**src/rtl/pc_redirect_unit.sv**
```systemverilog
// Fetch-side PC owner: sequential fetch, EX-stage redirects, stall hold, and a
// one-entry buffer for a redirect that arrives while instruction memory is busy.
module pc_redirect_unit #(
  parameter logic [31:0] RESET_PC = 32'h0000_0000,
  parameter int unsigned CNT_W    = 16
) (
  input  logic             clk,
  input  logic             rst,
  input  logic             npc_op,
  input  logic [31:0]      pc_jump,
  input  logic             stall,
  input  logic             imem_ready,
  output logic [31:0]      pc,
  output logic [31:0]      pc4,
  output logic             imem_req,
  output logic             flush_if_id,
  output logic             flush_id_ex,
  output logic             misalign_err,
  output logic [CNT_W-1:0] redirect_cnt
);

  typedef enum logic {BOOT = 1'b0, RUN = 1'b1} state_t;

  state_t           state_q, state_d;
  logic [31:0]      pc_q, pc_d;
  logic             pend_valid_q, pend_valid_d;
  logic [31:0]      pend_pc_q, pend_pc_d;
  logic             misalign_q, misalign_d;
  logic [CNT_W-1:0] cnt_q, cnt_d;

  logic        run;
  logic [31:0] tgt;
  logic        have_src;
  logic [31:0] src;
  logic        capture;

  function automatic logic [CNT_W-1:0] sat_inc(input logic [CNT_W-1:0] v);
    return (&v) ? v : v + {{(CNT_W-1){1'b0}}, 1'b1};
  endfunction

  always_comb begin
    state_d      = RUN;
    pc_d         = pc_q;
    pend_valid_d = pend_valid_q;
    pend_pc_d    = pend_pc_q;
    cnt_d        = cnt_q;

    run      = (state_q == RUN);
    tgt      = {pc_jump[31:2], 2'b00};
    // A buffered redirect always wins; npc_op alongside it is ignored.
    have_src = pend_valid_q | npc_op;
    src      = pend_valid_q ? pend_pc_q : tgt;
    capture  = run & npc_op & ~pend_valid_q;
    misalign_d = capture & (|pc_jump[1:0]);

    if (run) begin
      if (imem_ready) begin
        if (have_src) begin
          pc_d         = src;
          pend_valid_d = 1'b0;
          cnt_d        = sat_inc(cnt_q);
        end else if (!stall) begin
          pc_d = pc_q + 32'd4;
        end
      end else if (capture) begin
        pend_valid_d = 1'b1;
        pend_pc_d    = tgt;
      end
    end
  end

  always_ff @(posedge clk or posedge rst) begin
    if (rst) begin
      state_q      <= BOOT;
      pc_q         <= RESET_PC;
      pend_valid_q <= 1'b0;
      pend_pc_q    <= 32'h0;
      misalign_q   <= 1'b0;
      cnt_q        <= '0;
    end else begin
      state_q      <= state_d;
      pc_q         <= pc_d;
      pend_valid_q <= pend_valid_d;
      pend_pc_q    <= pend_pc_d;
      misalign_q   <= misalign_d;
      cnt_q        <= cnt_d;
    end
  end

  assign pc           = pc_q;
  assign pc4          = pc_q + 32'd4;
  assign imem_req     = (state_q == RUN);
  assign flush_if_id  = (npc_op | pend_valid_q) & (state_q == RUN);
  assign flush_id_ex  = flush_if_id;
  assign misalign_err = misalign_q;
  assign redirect_cnt = cnt_q;

endmodule

```
**config.mk**
```make
export PLATFORM = sky130hd
export DESIGN_NAME = pc_redirect_unit
export DESIGN_NICKNAME = d
export VERILOG_FILES = /design/src/rtl/pc_redirect_unit.sv
export SDC_FILE = /design/constraint.sdc
export NUM_CORES = 1
export LEC_CHECK = 0
export CAP_MARGIN = 5
export CORE_MARGIN = 5
export CORE_UTILIZATION = 50
export DETAILED_ROUTE_END_ITERATION = 12
export MAX_ROUTING_LAYER = met4
export PLACE_DENSITY = 0.82
export REMOVE_ABC_BUFFERS = 1
export SETUP_SLACK_MARGIN = 0.2
export SLEW_MARGIN = 25
export SYNTH_ARGS = -nofsm -noshare
export SYNTH_HDL_FRONTEND = slang
export SYNTH_SLANG_ARGS = --single-unit
```
**constraint.sdc**
```tcl
create_clock -name clk -period 3.8 [get_ports clk]
set_input_delay 0.76 -clock clk [delete_from_list [all_inputs] [get_ports clk]]
set_output_delay 0.76 -clock clk [all_outputs]
set_load 0.005 [all_outputs]
```
# == Yosys cells after proc, flatten, opt, wreduce, memory -nomap -nowiden ==
# Cells that the tools add are included.
# Widths: inputs -> output; s select.
# op_classes
add_sub_neg,2
n_eq_ne,2
mux,6
n_bitwise,8
reduce_logical,7
# ops
cell,n
$mux 32,3
$add 32x3->32 const B,1
$add 16x1->16 const B,1
$reduce_and 16->1,1
$reduce_and 3->1,3
$and 1x1->1,4
$ne 2x1->1 const B,2
$reduce_and 4->1,1
$mux 1,3
$not 1->1,3
$reduce_bool 2->1,1
$reduce_or 2->1,1
$or 1x1->1,1
# word_totals
ff_bits,81
input_bits,37
out_inout_bits,84
word_cells,31

# == Depth between registers and ports, before layout ==
# logic_depth
depth_word,4
mapped_depth,7

# == Worst setup path after synthesis ==
# Ideal clock, no wire load.
# synth_timing
path_kind,input to output
from,input npc_op
to,output flush_if_id
arrival_time_ns,1.927
required_time_ns,3.040
path_slack_ns,1.113
path_stages,6
path_buffers,4
path_cell_list,clkbuf_1 > nor2_1 > clkbuf_1 > clkbuf_1 > nor2b_1 > buf_4
# synth_between
elab_chain_cells,2
# synth_lines
element,line,source
start: declaration,9,"input logic npc_op,"
$or 1x1->1,93,assign flush_if_id = (npc_op | pend_valid_q) & (state_q == RUN);
$and 1x1->1,93,
end: declaration,16,"output logic flush_if_id,"
# No other way between the ends.

# == Worst setup path in the final report ==
# layout_timing
from,register pc_q[2] (netlist: pc[2])
to,output pc4[22]
# layout_between
elab_chain_cells,1
# layout_lines
element,line,source
start: declaration,25,"logic [31:0] pc_q, pc_d;"
start signal: assignment,82,pc_q <= pc_d;
$add 32x3->32,91,assign pc4 = pc_q + 32'd4;
end: declaration,14,"output logic [31:0] pc4,"
# No other way between the ends.

==> reports/qor.csv <==
metric,value,unit
Syn Inst Count,452,
leak pwr,2.44,nW
Synth Area per Inst,9.90,um2
Antenna Nets Post-Route,0,
final setup violating endpoints,0,
R2R Path Start,redirect_cnt[5]$_DFFE_PP0P_,
IO Count,121,
CP endpoint kind,output pin,
Clock Skews,0.0101,ns
"Design Area, Final",6020,um2
H-tree depth,3,
nets@finish,606,
WL/cell,19.3,um
largest net degree at the start of global routing,63,
aggregate routed wire length,13.1,mm
number of synthesized flops with an enable pin,0,
"Power, Total",0.00304,W
Worst-path clk slew,0.08,ns
FF-to-FF End,redirect_cnt[13]$_DFFE_PP0P_,
"FFs w/ async S/R, synth",100,%
Synth Area in XOR/XNOR,8.02,%
total gr overflow,0,
Critical Path AT,2.81,ns
CP max FO,7,
status,"complete, no violations",
RSZ-0062 raised after global routing,yes,
yosys synthesis warning count,0,
die width,105,um
mux cell area share after synthesis,8.47,%
Max Cap Viol,0,
Slew Limit Headroom,47.1,%
vias in the first global route,4281,
Required @ worst endpoint,3.04,ns
pins over their slew limit,0,
ant diodes,0,
Initial Utilization,51.3,%
GRT Total Usage,24.4,%
via count,4207,
CTS buffer count,9,
DR vias/cell,6.19,
drt pass-1 iters,7,
#FFs+latches synth,79,
Worst Hold Launch,pend_pc_q[15]$_DFFE_PP0P_,
sequential-to-total area share from yosys stat,44.2,%
prevailing post-synth register cell,dfrtp_1,
adder-cell area share of the yosys netlist,0.559,%
hold_buf cts,0,
fraction of layout cells with a size suffix above 1,14.0,%
Hold EP,pend_pc_q[15]$_DFFE_PP0P_,
Std-Cell Rows,34,
TritonCTS clock tree,built,
Max Root-Sink Buffers,2,
CTS root buffer,clkbuf_8,
worst reg2reg path depth,5,
Synth Area in Compound Gates,18.6,%
fin crit period,3.57,ns
worst reg2reg setup slack,1.66,ns
endpoints failing hold,0,
core area,8720,um2
Final Cycle Share,93.9,%
post-synthesis cell area,4480,um2
critical path class,reg -> out,
port bufs,116,
crit start category,flip-flop,
Worst Tran Pin Value,0.791,ns
Post-DP Area,5750,um2
Synth Area in Simple Gates,16.0,%
post-DP HPWL,9.27,mm
Worst Hold Depth,1,
largest family of logic cells by synthesized area,compound AO/OA/AOI/OAI gates,
fin util,69.1,%
Unique masters post-synth,58,
FMAX,280,MHz
initial drt markers,301,
"non-filler cells, final",680,
Final TNS setup,0,ns
Worst VDD drop,0.278,mV
Die Ht,105,um
DRC violations left,0,
Cell Pwr Density,504,nW/um2
Inst Count DP,661,
initial antenna violation count,0,
Clock Latency Late Sink,0.36,ns
global-route wire length before repair,21.6,mm
Hold Path Class,reg -> reg,
fillers,641,
placer congestion estimate,0.888,
CTS sink count,79,
die area,10900,um2
Area Growth Syn to Fin,34.5,%
-- flip-flops by register name, indices dropped and copies added, names as in the netlist --
| register | cells |
|---|---|
| pc | 30 |
| pend_pc_q | 30 |
| redirect_cnt | 16 |
| imem_req | 1 |
| misalign_err | 1 |
| pend_valid_q | 1 |
-- final cells by class --
type,instances,area [um2],share of cell area [%]
well taps,108,135,2.24
clock buffers,11,151,2.51
multi-input cells,336,2380,39.6
repair buffers,132,1280,21.3
clock inverters,5,56.3,0.935
inverters,9,38.8,0.644
flip-flops and latches,79,1980,32.8
-- Yosys cell counts (7+ instances only) --
cell type,instances,area share (%)
a21oi_1,31,3.5
a22o_1,7,1.4
and3_1,10,1.4
buf_2,10,1.1
clkbuf_1,15,1.3
dfrtp_1,79,44
inv_1,8,0.67
mux2_2,31,7.8
nand2_1,33,2.8
nand3_1,9,1.0
nand4_1,16,2.2
nor2_1,25,2.1
o21ai_0,32,3.6
o2bb2ai_1,9,1.8
xnor2_1,25,4.9
xor2_1,16,3.1
-- worst max-delay path: stages (launching register included) --
cell and delay (ns):
dfrtp_1 0.44, ha_1 0.26, and4_2 0.31, nand3_2 0.14, or3_4 0.45, xnor2_1 0.29
clkdlybuf4s50_1 0.56
-- through the flow --
step | setup WS, ns | hold WS, ns
5_1_grt | 0.164 | 0.530
6_report | 0.231 | 0.515
3_5_place_dp | 0.574 | 0.495
3_3_place_gp | 0.636 | 0.484
4_1_cts | 0.248 | 0.512
2_1_floorplan | 0.347 | 0.466
-- cells by family after synthesis --
kind of cell,after synthesis
other,2
multiplexers,34
adder cells (fa/ha/maj),2
flip-flops,79
buffers and inverters,40
XOR/XNOR,41
AO/OA/AOI/OAI,125
AND/OR/NAND/NOR,129
-- cells in the final DEF (no fill, tap or decap), types with 6 or more instances in the layout --
master,instances
clkdlybuf4s50_1,116
dfrtp_1,79
nand2_1,33
o21ai_0,32
mux2_2,31
a21oi_1,30
nor2_1,25
xnor2_1,25
nand4_1,16
xor2_1,16
buf_4,16
clkbuf_8,11
and3_1,10
nand3_1,9
o2bb2ai_1,9
inv_1,7
a22o_1,7
o22ai_1,6
-- routing by layer --
metal / track usage [%] / vias up / part of all wire [%]
met5: - / - / 0
met4: 8.86 / 0 / 1.9
met3: 6.54 / 21 / 10
met2: 37.9 / 240 / 48
met1: 31.0 / 2045 / 40
li1: - / 1901 / -
-- how the worst max path moves through the flow --
| stage | from | to | cells after the start |
|---|---|---|---|
| finish | pc[2]$_DFFE_PP0P_ | pc4[22] | 6 |
| global route | pc[2]$_DFFE_PP0P_ | pc4[22] | 6 |
| CTS | pc[10]$_DFFE_PP0P_ | pc4[31] | 5 |
| detailed placement | pc[13]$_DFFE_PP0P_ | pc4[20] | 6 |
| global placement | pc[13]$_DFFE_PP0P_ | pc4[20] | 6 |
| floorplan | npc_op | pend_pc_q[10]$_DFFE_PP0P_ | 3 |
-- power breakdown --
group	switching [W]	internal [W]
registers	0.000258	0.00104
logic	0.000430	0.000659
clock network	0.000314	0.000338
-- what timing repair did --
| action | 4_1_cts | 5_1_grt |
|---|---|---|
| gates cloned | 0 | 0 |
| endpoints found under the setup margin | 1 | 10 |
| buffers inserted | 0 | 3 |
| gates resized for setup | 1 | 7 |
| pin swaps | 0 | 3 |
Power figures use the tool's default switching activity.
